===== src/rtl/instr_fetch_seq.sv =====
// Fetch sequencer: owns the program store, holds the PC and hands the CPU
// one instruction per LoadIRSig rising edge until the halt word is fetched.
module instr_fetch_seq #(
  parameter int              DEPTH     = 16,
  parameter int              AW        = 4,
  parameter int              IW        = 8,
  parameter logic [IW-1:0]   HALT_WORD = '0
) (
  input  logic          i_clk,
  input  logic          i_reset,
  input  logic          i_prog_we,
  input  logic [AW-1:0] i_prog_addr,
  input  logic [IW-1:0] i_prog_data,
  input  logic          i_start,
  input  logic          i_load_ir,
  input  logic          i_jump_en,
  input  logic [AW-1:0] i_jump_addr,
  output logic [IW-1:0] o_instruction,
  output logic          o_instr_valid,
  output logic [AW-1:0] o_pc,
  output logic          o_busy,
  output logic          o_halted,
  output logic          o_prog_err
);

  typedef enum logic [1:0] {
    S_IDLE,
    S_RUN,
    S_HALT
  } state_t;

  state_t        r_state;
  state_t        w_state_nxt;
  logic [IW-1:0] r_mem [DEPTH];
  logic [IW-1:0] r_instr;
  logic [AW-1:0] r_pc;
  logic          r_valid;
  logic          r_err;
  logic          r_load_ir_q;

  logic          w_run;
  logic          w_req;
  logic          w_fetch;
  logic [AW-1:0] w_a;
  logic [IW-1:0] w_word;
  logic          w_is_halt;
  logic          w_start_ok;

  assign w_run      = (r_state == S_RUN);
  assign w_req      = i_load_ir & ~r_load_ir_q;
  assign w_fetch    = w_run & w_req;
  assign w_a        = i_jump_en ? i_jump_addr : r_pc;
  assign w_word     = r_mem[w_a];
  assign w_is_halt  = (w_word == HALT_WORD);
  assign w_start_ok = i_start & ~w_run;

  always_ff @(posedge i_clk or posedge i_reset) begin
    if (i_reset) begin
      r_state <= S_IDLE;
    end else begin
      r_state <= w_state_nxt;
    end
  end

  always_comb begin
    w_state_nxt = r_state;
    unique case (r_state)
      S_IDLE: if (i_start) w_state_nxt = S_RUN;
      S_RUN:  if (w_fetch && w_is_halt) w_state_nxt = S_HALT;
      S_HALT: if (i_start) w_state_nxt = S_RUN;
      default: w_state_nxt = S_IDLE;
    endcase
  end

  // Program writes are only accepted while not executing.
  always_ff @(posedge i_clk or posedge i_reset) begin
    if (i_reset) begin
      for (int i = 0; i < DEPTH; i++) r_mem[i] <= '0;
      r_err <= 1'b0;
    end else if (i_prog_we) begin
      if (w_run) r_err <= 1'b1;
      else       r_mem[i_prog_addr] <= i_prog_data;
    end
  end

  always_ff @(posedge i_clk or posedge i_reset) begin
    if (i_reset) begin
      r_pc        <= '0;
      r_instr     <= '0;
      r_valid     <= 1'b0;
      r_load_ir_q <= 1'b0;
    end else begin
      r_load_ir_q <= i_load_ir;
      r_valid     <= w_fetch;
      if (w_start_ok) begin
        r_pc <= '0;
      end else if (w_fetch) begin
        r_instr <= w_word;
        r_pc    <= w_is_halt ? w_a : w_a + 1'b1;
      end else if (w_run && i_jump_en) begin
        r_pc <= i_jump_addr;
      end
    end
  end

  assign o_instruction = r_instr;
  assign o_instr_valid = r_valid;
  assign o_pc          = r_pc;
  assign o_busy        = w_run;
  assign o_halted      = (r_state == S_HALT);
  assign o_prog_err    = r_err;

endmodule


===== config.mk =====
export PLATFORM = sky130hd
export DESIGN_NAME = instr_fetch_seq
export DESIGN_NICKNAME = d
export VERILOG_FILES = /design/src/rtl/instr_fetch_seq.sv
export SDC_FILE = /design/constraint.sdc
export NUM_CORES = 1
export LEC_CHECK = 0
export CELL_PAD_IN_SITES_DETAIL_PLACEMENT = 0
export CELL_PAD_IN_SITES_GLOBAL_PLACEMENT = 2
export CORE_MARGIN = 2
export CORE_UTILIZATION = 44
export CTS_CLUSTER_SIZE = 20
export DETAILED_ROUTE_END_ITERATION = 6
export PLACE_DENSITY = 0.95
export SYNTH_ARGS = -nofsm -noshare
export SYNTH_HDL_FRONTEND = slang
export SYNTH_SLANG_ARGS = --single-unit

===== constraint.sdc =====
create_clock -name i_clk -period 12.88 [get_ports i_clk]
set_input_delay 1.288 -clock i_clk [delete_from_list [all_inputs] [get_ports i_clk]]
set_output_delay 1.288 -clock i_clk [all_outputs]
set_load 0.01 [all_outputs]

After elaboration in Yosys (flattened, before gate mapping)
Cells that the tools add are included.
Word-level totals
  register bits: 145
  output and inout port bits: 16
  input port bits: 22
  logic and storage cells: 63
Cells by class
  $lt $le $gt $ge: 3
  reduce and logical (&&, ||, !) cells: 11
  eq/ne operators: 4
  bitwise operators: 8
  mux-type cells: 14
  $add $sub $neg: 1
Operators with widths (number)
  $bwmux 128: 1
  $bmux 8 s4: 1
  $demux 8 s4: 1
  $mux 8: 3
  $mux 4: 5
  $ge 5x5->1 const B: 2
  $not 4->5: 2
  $logic_not 8->1: 1
  $reduce_and 2->1: 4
  $lt 5x1->1 const B: 1
  $add 4x1->4 const B: 1
  $mux 2: 2
  $ne 2x1->1 const B: 2
  $pmux 2 s2: 1
  $and 1x1->1: 3
  $logic_and 1x1->1: 3
  $not 1->1: 3
  $reduce_bool 3->1: 1
  $eq 2x1->1 const B: 1
  $eq 2x2->1 const B: 1
  $logic_not 2->1: 1
  $reduce_or 2->1: 1

Logic depth before layout (Yosys ltp)
  depth after elaboration: 9
  gate-level depth with buffers: 13
  mapped depth without buffers: 10

Worst setup path before layout
OpenSTA, ideal clock, no wires.
  kind: input to register
  start: in i_jump_en
  end: reg r_pc[3] (netlist: o_pc[3])
  library setup time: 0.080 ns
  path slack: 9.526 ns
  required time: 12.800 ns
  stages on the path: 12
  arrival: 3.274 ns
  path buffers: 3
  path through: buf_6 -> mux2i_2 -> buf_6 -> buf_8 -> mux2i_1 -> a221oi_2 -> a31oi_1 -> o221ai_1 -> nor4_2 -> nand2_2 -> mux2i_1 -> nor3_2
On the way
  longest elaborated chain between the ends: 9
  elaborated cells on any way between the ends: 12
  those cells by class: 1 x add/sub; 7 x mux; 1 x bitwise; 3 x reduce/logical
RTL lines
  start: declaration: line 16  | input logic i_jump_en,
  $mux 4: line 52  | assign w_a = i_jump_en ? i_jump_addr : r_pc;
  $not 4->5 (not written as such): line 53  | assign w_word = r_mem[w_a];
  $bmux 8 s4: line 53
  $mux 8 (not written as such) (2 in a row): line 53
  $logic_not 8->1: line 54  | assign w_is_halt = (w_word == HALT_WORD);
  $mux 4: line 99  | r_pc <= w_is_halt ? w_a : w_a + 1'b1;
  $mux 4: line 97  | end else if (w_fetch) begin
  $mux 4: line 95  | if (w_start_ok) begin
  end signal: assignment: line 99
  end signal: assignment: line 101  | r_pc <= i_jump_addr;
  end: declaration: line 36  | logic [AW-1:0] r_pc;
Parallel ways exist; a longest one is shown, timed or not. The select of a mux whose other input is x is not followed.
A chain may end at the register's enable or synchronous reset.

Final worst setup path
  start: in i_jump_en
  end: reg r_pc[2] (netlist: o_pc[2])
Same word-level chain as after synthesis.

==> out/metrics.json <==
{
  "cts.htree.levels": 4,
  "cp_data_arrival_time_ns": 5.10,
  "result_of_the_run": "finished clean",
  "first_global_vias": 4855,
  "cts_root_buffer": "sky130_fd_sc_hd__clkbuf_16",
  "sequential_cell_area_fraction_in_the_yosys_report": 0.5250,
  "antenna_violations_before_repair": 0,
  "final_layout_size_suffix_gt1_frac": 0.3016,
  "final.setup.tns_ns": 0,
  "nets": 650,
  "power.density_nw_per_um2": 213.3,
  "floorplan.core_area_um2": 15260,
  "filler_cell_count": 1308,
  "floorplan.die.height_um": 129.3,
  "worst_setup_skew_after_layout_ns": 0.008466,
  "max_slew.worst_pin.slew_ns": 1.330,
  "design.portCount": 38,
  "grt_pass1_wl_mm": 27.36,
  "port_buffers": 37,
  "power.share.clock": 0.296,
  "detail_route.vias_per_cell": 5.712,
  "clock_insertion_delay_worst_skew_ns": 0.43,
  "worstSetupPathType": "primary input to register",
  "report.final.hold_viol_count": 0,
  "syn_to_final_growth_pct": 16.18,
  "most_common_library_cell_in_the_layout_ignoring_fill_and_taps": "sky130_fd_sc_hd__dfrtp_1",
  "die_w_um": 129.3,
  "floorplan.die_area_um2": 16730,
  "synth.largest_area_cell": "sky130_fd_sc_hd__dfrtp_1",
  "yosys_cell_types": 37,
  "cts.clk_slew.worst_paths_ns": 0.06,
  "floorplan.initialDensity": 0.4530,
  "globalRouteOverflowTotal": 0,
  "worstSetupStartpointType": "primary input",
  "syn-cell-area_um2": 6912,
  "detailedRoute.firstPassIterationCount": 5,
  "cap_violations": 0,
  "maximum_buffer_depth_of_the_clock_tree": 2,
  "post-route-period-util": 0.3725,
  "swShare": 0.3272,
  "path_max_fanout": 47,
  "cp.required_ns": 13.18,
  "detailed_place_hpwl_mm": 11.01,
  "power.share.combinational": 0.298,
  "leakage_nw": 3.654,
  "cts.hold.buffers_added": 0,
  "totalWireLength_mm": 17.29,
  "synth.area.top_cells": "sky130_fd_sc_hd__dfrtp_1 52%, sky130_fd_sc_hd__mux2_2 22%, sky130_fd_sc_hd__nand2_1 6.2%, sky130_fd_sc_hd__nand3_1 4.9%, sky130_fd_sc_hd__mux2i_1 2.6%",
  "number_of_diodes_added_for_antenna_fixing": 0,
  "ant_nets": 0,
  "mappedNetlistNets": 623,
  "worst_ir_drop_vdd_v": 0.0001132,
  "holdCritPathClass": "register to register",
  "synth_warnings": 0,
  "final_period_minus_worst_setup_slack_ns": 4.798,
  "drt-wirelength-per-cell_um": 20.32,
  "multi_input_comb_area_um2": 3087,
  "syn_avg_cell_area_um2": 11.52,
  "remaining_drc_errors": 0,
  "fmax_mhz": 208.4,
  "setup_viol_count_final": 0,
  "cts_tree": "yes",
  "postSynthCellCount": 600,
  "total_power_w": 0.001713,
  "grt_max_degree": 76,
  "route.vias.total": 4861,
  "synth.ff_latch_count": 145,
  "sequentialPowerShare": 0.406,
  "grt_setup_unrepaired": "false",
  "cts.repair_timing.setup_buffer_count": 0,
  "layout.core_utilization": 0.5263,
  "globalplace.congestion": 0.8422,
  "final-max-slew-violation-count": 0,
  "grtUsageTotal": 0.2201,
  "maxSlewHeadroom": 0.1101,
  "post-synth-top-area-fraction": 0.5250,
  "final_cell_mix": "145 x sky130_fd_sc_hd__dfrtp_1, 136 x sky130_fd_sc_hd__mux2_2, 115 x sky130_fd_sc_hd__nand2_1",
  "intPower_w": 0.001152,
  "initialDrtViolationCount": 403,
  "regArea_um2": 3628,
  "clock-sinks": 145,
  "num_rows": 45,
  "post_cts.resized_instances": 0,
  "switching_power_w": 0.0005604,
  "cts-buffers-inserted": 17,
  "timing.critical_path.to_type": "register"
}
## cells by family after synthesis
group           synth area share
simple gates              0.1417
mux                       0.2516
flops                     0.5250
buf+inv                  0.03240
compound gates           0.04616
xor+xnor                0.001267
fa+ha+maj               0.001810
## routing by layer
metal,vias to the layer above,global-route usage,share of wire
met4,0,0.09271,0.024
li1,2186,-,-
met2,138,0.3446,0.47
met5,-,0,0
met1,2502,0.3004,0.47
met3,35,0.04418,0.045
## synth_stat cells
library cell               count
sky130_fd_sc_hd__buf_8         1
sky130_fd_sc_hd__nor3b_1       1
sky130_fd_sc_hd__o22ai_1       2
sky130_fd_sc_hd__a221oi_1      8
sky130_fd_sc_hd__buf_2         8
sky130_fd_sc_hd__o221ai_1      6
sky130_fd_sc_hd__a21oi_1       7
sky130_fd_sc_hd__mux2_2      136
sky130_fd_sc_hd__mux2i_2       2
sky130_fd_sc_hd__nand2b_1      6
sky130_fd_sc_hd__ha_1          1
sky130_fd_sc_hd__a31oi_1       7
sky130_fd_sc_hd__nand2_1     115
sky130_fd_sc_hd__inv_2         2
sky130_fd_sc_hd__dfrtp_1     145
sky130_fd_sc_hd__and3_1        1
sky130_fd_sc_hd__buf_4         3
sky130_fd_sc_hd__a221oi_2      3
sky130_fd_sc_hd__nor2_1       12
sky130_fd_sc_hd__nand4b_1      1
sky130_fd_sc_hd__nor4_2        2
sky130_fd_sc_hd__buf_6         5
sky130_fd_sc_hd__o22ai_4       1
sky130_fd_sc_hd__nand3_1      68
sky130_fd_sc_hd__nand2_2       1
sky130_fd_sc_hd__a32o_1        1
sky130_fd_sc_hd__xnor2_1       1
sky130_fd_sc_hd__clkbuf_1     18
sky130_fd_sc_hd__nor3_2        2
sky130_fd_sc_hd__nor2b_1       2
sky130_fd_sc_hd__o221ai_2      1
sky130_fd_sc_hd__mux2i_1      18
sky130_fd_sc_hd__nand4_1       2
sky130_fd_sc_hd__and2_1        1
sky130_fd_sc_hd__nor3_1        4
sky130_fd_sc_hd__a21o_1        2
sky130_fd_sc_hd__inv_1         4
## worst max-delay path, cell delays in order
cell                              delay (ns)
sky130_fd_sc_hd__clkdlybuf4s50_1        0.75
sky130_fd_sc_hd__mux2i_4                0.30
sky130_fd_sc_hd__buf_4                  0.53
sky130_fd_sc_hd__inv_2                  0.52
sky130_fd_sc_hd__nand2_1                0.23
sky130_fd_sc_hd__nand3_1                0.14
sky130_fd_sc_hd__a31oi_1                0.24
sky130_fd_sc_hd__o221ai_1               0.21
sky130_fd_sc_hd__nor4_2                 0.38
sky130_fd_sc_hd__nand2_2                0.16
sky130_fd_sc_hd__mux2i_1                0.22
sky130_fd_sc_hd__nor3_2                 0.06
## layout make-up
| type | instances | share of cell area |
|---|---|---|
| Timing Repair Buffer | 43 | 0.05173 |
| Inverter | 6 | 0.003428 |
| Tap cell | 211 | 0.03288 |
| Multi-Input combinational cell | 414 | 0.3844 |
| Clock inverter | 15 | 0.02275 |
| Sequential cell | 145 | 0.4519 |
| Clock buffer | 17 | 0.05298 |
## path summary, 6_finish.rpt
path | from | endpoint | slack, ns | depth (start not counted)
max in group asynchronous | i_reset | r_mem[46] | 10.12 | 3
max | i_jump_en | o_pc[2] | 8.08 | 12
min | o_prog_err | o_prog_err | 0.46 | 1
min in group asynchronous | i_reset | r_mem[107] | 1.33 | 2
max reg2reg | o_pc[0] | o_pc[2] | 9.41 | 11
min reg2reg | o_prog_err | o_prog_err | 0.46 | 1
## power by group through the flow
stage	sequential [W]	combinational, W	clock [W]
4_1_cts	0.000693	0.000514	0.000514
3_3_place_gp	0.000692	0.000497	0
2_1_floorplan	0.000681	0.000368	0
3_5_place_dp	0.000700	0.000511	0
5_1_grt	0.000713	0.000558	0.000535
6_report	0.000695	0.000511	0.000507
## registers in the layout (all words and copies together) (netlist names)
register,cells
r_mem,128
o_instruction,8
r_state,2
r_load_ir_q,1
o_instr_valid,1
o_pc,4
o_prog_err,1
## per-stage QoR
step / worst slack [ns] / instances / hold slack, ns / area, um2
floorplan: 7.697 / 600 / 0.4657 / 6912
global placement: 7.811 / 819 / 0.4410 / 7422
detailed placement: 7.703 / 819 / 0.4488 / 7422
CTS: 8.127 / 851 / 0.4626 / 8030
global route: 7.796 / 851 / 0.4802 / 8030
finish: 8.082 / 851 / 0.4588 / 8030
No activity file was read; power rests on OpenSTA's default activity.
